### src/rtl/shift_exec_stage.sv
// RV32I shift execute stage (SLL/SRL/SRA): decode, barrel shift, registered
// valid/ready output with a one-entry skid buffer.

module shift_barrel #(
  parameter int N  = 32,
  parameter int SW = 5
) (
  input  logic [N-1:0]  a,
  input  logic [SW-1:0] shamt,
  input  logic          right,
  input  logic          arith,
  output logic [N-1:0]  y
);
  logic [SW:0][N-1:0] stg;
  logic [N-1:0]       rev_in, rev_out;
  logic               fill;

  // Left shifts reuse the right-shift network by mirroring bits in and out.
  always_comb begin
    rev_in  = '0;
    rev_out = '0;
    for (int i = 0; i < N; i++) begin
      rev_in[i]  = a[N-1-i];
      rev_out[i] = stg[SW][N-1-i];
    end
  end

  assign fill   = right & arith & a[N-1];
  assign stg[0] = right ? a : rev_in;

  for (genvar s = 0; s < SW; s++) begin : g_stg
    assign stg[s+1] = shamt[s] ? {{(1 << s){fill}}, stg[s][N-1:(1 << s)]} : stg[s];
  end

  assign y = right ? stg[SW] : rev_out;
endmodule

module shift_exec_stage #(
  parameter int N     = 32,
  parameter int CNT_W = 32
) (
  input  logic             clk,
  input  logic             rst,
  input  logic             in_valid,
  output logic             in_ready,
  input  logic [N-1:0]     in_a,
  input  logic [N-1:0]     in_b,
  input  logic [2:0]       in_funct3,
  input  logic             in_funct7_5,
  input  logic [4:0]       in_rd,
  output logic             out_valid,
  input  logic             out_ready,
  output logic [N-1:0]     out_result,
  output logic [4:0]       out_rd,
  output logic             out_illegal,
  output logic [CNT_W-1:0] op_count
);
  localparam int SW = $clog2(N);

  typedef struct packed {
    logic [N-1:0] result;
    logic [4:0]   rd;
    logic         illegal;
  } res_t;

  typedef enum logic [1:0] {EMPTY, LOADED, FULL} state_t;

  state_t       state, state_nxt;
  res_t         out_q, skid_q, new_res;
  logic         acc, ld_out_new, ld_out_skid, ld_skid;
  logic         is_sll, is_sr, legal;
  logic [N-1:0] sh_y;
  logic         unused_b;

  assign unused_b = ^in_b[N-1:SW];

  assign is_sll = (in_funct3 == 3'b001);
  assign is_sr  = (in_funct3 == 3'b101);
  assign legal  = is_sll | is_sr;

  shift_barrel #(.N(N), .SW(SW)) u_shift (
    .a     (in_a),
    .shamt (in_b[SW-1:0]),
    .right (is_sr),
    .arith (in_funct7_5),
    .y     (sh_y)
  );

  always_comb begin
    new_res.result  = legal ? sh_y : '0;
    new_res.rd      = in_rd;
    new_res.illegal = ~legal;
  end

  // in_ready depends only on state and rst, never on out_ready.
  assign in_ready = (state != FULL) && !rst;
  assign acc      = in_valid && in_ready;

  always_comb begin
    state_nxt   = state;
    ld_out_new  = 1'b0;
    ld_out_skid = 1'b0;
    ld_skid     = 1'b0;
    case (state)
      EMPTY: if (acc) begin
        ld_out_new = 1'b1;
        state_nxt  = LOADED;
      end
      LOADED: begin
        if (acc && out_ready) begin
          ld_out_new = 1'b1;
        end else if (acc) begin
          ld_skid   = 1'b1;
          state_nxt = FULL;
        end else if (out_ready) begin
          state_nxt = EMPTY;
        end
      end
      FULL: if (out_ready) begin
        ld_out_skid = 1'b1;
        state_nxt   = LOADED;
      end
      default: state_nxt = EMPTY;
    endcase
  end

  always_ff @(posedge clk) begin
    if (rst) begin
      state    <= EMPTY;
      out_q    <= '0;
      skid_q   <= '0;
      op_count <= '0;
    end else begin
      state <= state_nxt;
      if (ld_out_new)       out_q <= new_res;
      else if (ld_out_skid) out_q <= skid_q;
      if (ld_skid)          skid_q <= new_res;
      if (acc)              op_count <= op_count + CNT_W'(1);
    end
  end

  assign out_valid   = (state != EMPTY);
  assign out_result  = out_q.result;
  assign out_rd      = out_q.rd;
  assign out_illegal = out_q.illegal;
endmodule
### config.mk
export PLATFORM = sky130hd
export DESIGN_NAME = shift_exec_stage
export DESIGN_NICKNAME = d
export VERILOG_FILES = /design/src/rtl/shift_exec_stage.sv
export SDC_FILE = /design/constraint.sdc
export NUM_CORES = 1
export LEC_CHECK = 0
export CORE_ASPECT_RATIO = 2
export CORE_MARGIN = 2
export CORE_UTILIZATION = 25
export CTS_CLUSTER_SIZE = 14
export DETAILED_ROUTE_END_ITERATION = 10
export MAX_ROUTING_LAYER = met4
export PLACE_DENSITY = 0.56
export SLEW_MARGIN = 10
export SYNTH_ARGS = -nofsm -noshare
export SYNTH_HDL_FRONTEND = slang
export SYNTH_HIERARCHICAL = 1
export SYNTH_SLANG_ARGS = --single-unit
### constraint.sdc
create_clock -name clk -period 6.5 [get_ports clk]
set_input_delay 0.975 -clock clk [delete_from_list [all_inputs] [get_ports clk]]
set_output_delay 0.975 -clock clk [all_outputs]
set_load 0.03 [all_outputs]
==> out/results.md <==
### Outcome
• completed — run status

### Final layout
• 3706 — Filler Cells Inserted
• 18.50% — Layout Area Growth over Synthesis
• 0.1061 — share of cells above drive strength 1
• 0.2979 — Finished Core Util
• 1166 — # nets final
• 1534 — non-filler cells in the finished layout
• 0 — antenna cells

### STA
• 4.580 ns — final worst path period need
• 0.7046 — fraction of the cycle the final worst path needs
• 218.4 MHz — fmax
• 0 — total of endpoints with negative setup slack in the final report
• 0 — Final Max Tran Viols
• 0.008103 ns — Fin Clk Skew
• 0 ns — post-route setup TNS
• 0 — hold violation total from the final report
• 0.4190 — Slew headroom
• 0.8714 ns — transition time of the tightest slew-check pin
• false — unrepaired setup endpoints after global routing

### Global routing
• 0.03025 — met3 Use GR
• 0.1785 — global-route usage over all layers
• 0 — antenna violations before repair
• 8222 — via count of the first global-routing pass
• 0.3173 — met2 Use GR
• 0.1787 — global-route track usage on met1
• 70 — maximum number of pins on one net before global-route repair
• 48300 um — first-pass GRT wire length
• met2 — layer with the highest usage
• 0 — final global-route overflow total

### Routing
• 8636 — routed vias
• 0 — number of nets with antenna violations after routing
• 569 — number of violations reported at the end of detailed-routing iteration 0
• 32000 um — sum of routed wire length over all layers
• 5.630 — Vias per Instance
• 20.86 um — routed wire length per instance
• 0 — DR DRC count
• 5 — length of the first detailed-routing pass in iterations

### Yosys
• 6 — yosys synthesis warning count
• compound AO/OA/AOI/OAI gates — combinational family with the most area after synthesis
• 0 — EDFF count, synth
• 87 — distinct cell type count of the synthesized netlist
• 0.2313 — Synth Area in Compound Gates
• 110 — Seq cells post-synth
• dfxtp_1, mux4_2, mux2i_1 — cell types with the largest area share after synthesis
• dfxtp_1 — Synth area leader
• 0.001459 — arithmetic-cell share of the synthesized area counting full adders, half adders and majority gates
• 0.2241 — Simple-Gate Fraction of Synth Area
• 0.2568 — proportion of netlist area held by the largest area contributor
• 0.2072 — portion of netlist area occupied by mux cells
• dfxtp_1 — main flop type after synthesis
• 0.2568 — register area share after synthesis
• 1116 — synthesized netlist net count
• 8.261 um^2 — Avg Synthesized Cell Area
• 0 — share of flip-flops with an asynchronous set or reset
• 0.006129 — xor/xnor cell area share of the yosys netlist
• 0.008574 mm^2 — mapped cell area
• 1038 — cell count after synthesis

### Setup path
• 4.78 ns — arrival time reported for the critical path endpoint
• flop — Crit. End Element
• in2reg — kind of critical path
• primary input — kind of start point of the critical path
• 35 — CP max FO
• 6.70 ns — Critical Path RT

### Power
• 0.0001363 V — worst vdd rail ir drop
• 3.320 nW — Lkg Pwr
• 167.0 mW/mm^2 — total power divided by cell area

### Clocking
• 2 — largest buffer count on any clock path
• built — clock tree from TritonCTS
• 3 — CTS HTree Levels
• 0.36 ns — clock insertion delay at the later pin of the skew report
• 0.07 ns — Clock transition at path regs
• 0 — post-cts sizing count
• 9 — Inserted Clock Buffers
• 0 — CTS Hold Buffers Added
• 110 — total number of clock tree sinks
• 0 — post-CTS setup-driven buffer insertion count
• clkbuf_16 — root buffer cell

### Flow run
• 0 — Max Cap Violations

### Placement
• 0.9396 — weighted congestion reported at the end of routability-driven placement
• 1518 — cell count after placement
• 121 — number of port buffers
• 23860 um — post-detail-place hpwl

### Die
• 96 — number of placement rows
• 135.0 um — chip width
• 265.9 um — die height
• 0.03589 mm^2 — area enclosed by the die boundary
• 149 — count of pins on the block boundary
• 0.03411 mm^2 — floorplan core area
• 0.2514 — Initial Util

### Worst hold path
• reg2reg — class of the tightest hold or removal check

## critical path: stages
cell             delay, ns
clkdlybuf4s50_1       0.46
nor2b_4               0.14
and2_2                0.63
inv_2                 0.49
mux2i_1               0.35
mux2i_1               0.28
a221oi_2              0.43
o211ai_1              0.32
a32o_1                0.35
a32oi_1               0.22
a21oi_1               0.09
## placed cells by master, fill, tap and decap left out, drive strengths merged, types with 5 or more instances in the layout
master	instances
nand2b	11
a211oi	14
a32oi	37
inv	8
and2	8
o2bb2ai	5
dfxtp	110
nand4	9
mux2i	66
o22ai	14
or3	5
or4	10
nand3	62
nor4	19
a31oi	6
nand2	135
a22oi	13
nor3	17
clkdlybuf4s50	117
o211ai	6
clkbuf	14
and3	12
o31ai	12
o21ai	29
o21a	5
a21oi	104
buf	21
o22a	5
mux2	34
mux4	31
nor2b	26
nor2	60
## synth_stat cells (all sizes together) (4+ instances only)
master,instances
nand2,135
dfxtp,110
a21oi,104
mux2i,66
clkbuf,64
nand3,62
nor2,60
a32oi,37
buf,34
mux2,34
mux4,31
o21ai,29
nor2b,26
nor4,19
nor3,17
a211oi,14
o22ai,14
a22oi,13
and3,12
o31ai,12
nand2b,11
or4,10
nand4,9
and2,8
inv,8
a31oi,6
o211ai,6
o21a,5
o22a,5
o2bb2ai,5
or3,5
a22o,4
and4,4
o2111ai,4
o221ai,4
or2,4
xnor2,4
## worst paths after layout
kind	from	to	slack, ns	depth (start not counted)
min	skid_q[37]	skid_q[37]	0.45	2
max reg2reg	op_count[0]	op_count[30]	3.97	5
max	in_funct3[0]	out_result[6]	1.92	11
min reg2reg	skid_q[37]	skid_q[37]	0.45	2
## through the flow
| step | hold slack (ns) | power [mW] | setup slack, ns | area, um^2 |
|---|---|---|---|---|
| floorplan | 0.4360 | 1.015 | 2.621 | 8574 |
| global placement | 0.4407 | 1.169 | 1.639 | 9881 |
| detailed placement | 0.4461 | 1.170 | 1.632 | 9881 |
| CTS | 0.4558 | 1.714 | 2.012 | 10160 |
| global route | 0.4747 | 1.770 | 1.766 | 10160 |
| finish | 0.4534 | 1.697 | 1.920 | 10160 |
## logic make-up (layout without fill, tap and decap cells)
| logic type | Yosys count | count (layout) |
|---|---|---|
| mux | 131 | 131 |
| fa+ha+maj | 1 | 1 |
| simple gates | 389 | 389 |
| compound gates | 293 | 293 |
| buf+inv | 108 | 163 |
| flops | 110 | 110 |
| xor+xnor | 6 | 6 |
## where the power goes
group / switching (mW) / leakage (nW) / internal [mW]
combinational: 0.296 / 2.30 / 0.179
clock: 0.250 / 0.133 / 0.283
sequential: 0.00672 / 0.888 / 0.682
## layout make-up
class,instances,area [um^2],share of cell area
inverters,9,33.78,0.003325
clock buffers,14,264.0,0.02598
flip-flops and latches,110,2202,0.2167
well taps,441,551.8,0.05430
clock inverters,2,16.27,0.001601
repair buffers,138,1324,0.1303
multi-input cells,820,5769,0.5678
## layer usage
metal | wire (um) | share of wire | vias up
met2 | 16460 | 0.51 | 338
met1 | 11530 | 0.36 | 4180
met4 | 2135 | 0.067 | 0
met3 | 1880 | 0.059 | 78
li1 | - | - | 4040
met5 | 0 | 0 | -
## registers in the layout, indices dropped and copies added (netlist names)
name	flops
skid_q	38
op_count	32
out_result	32
out_rd	5
state	2
out_illegal	1
(Power assumes the default switching activity.)
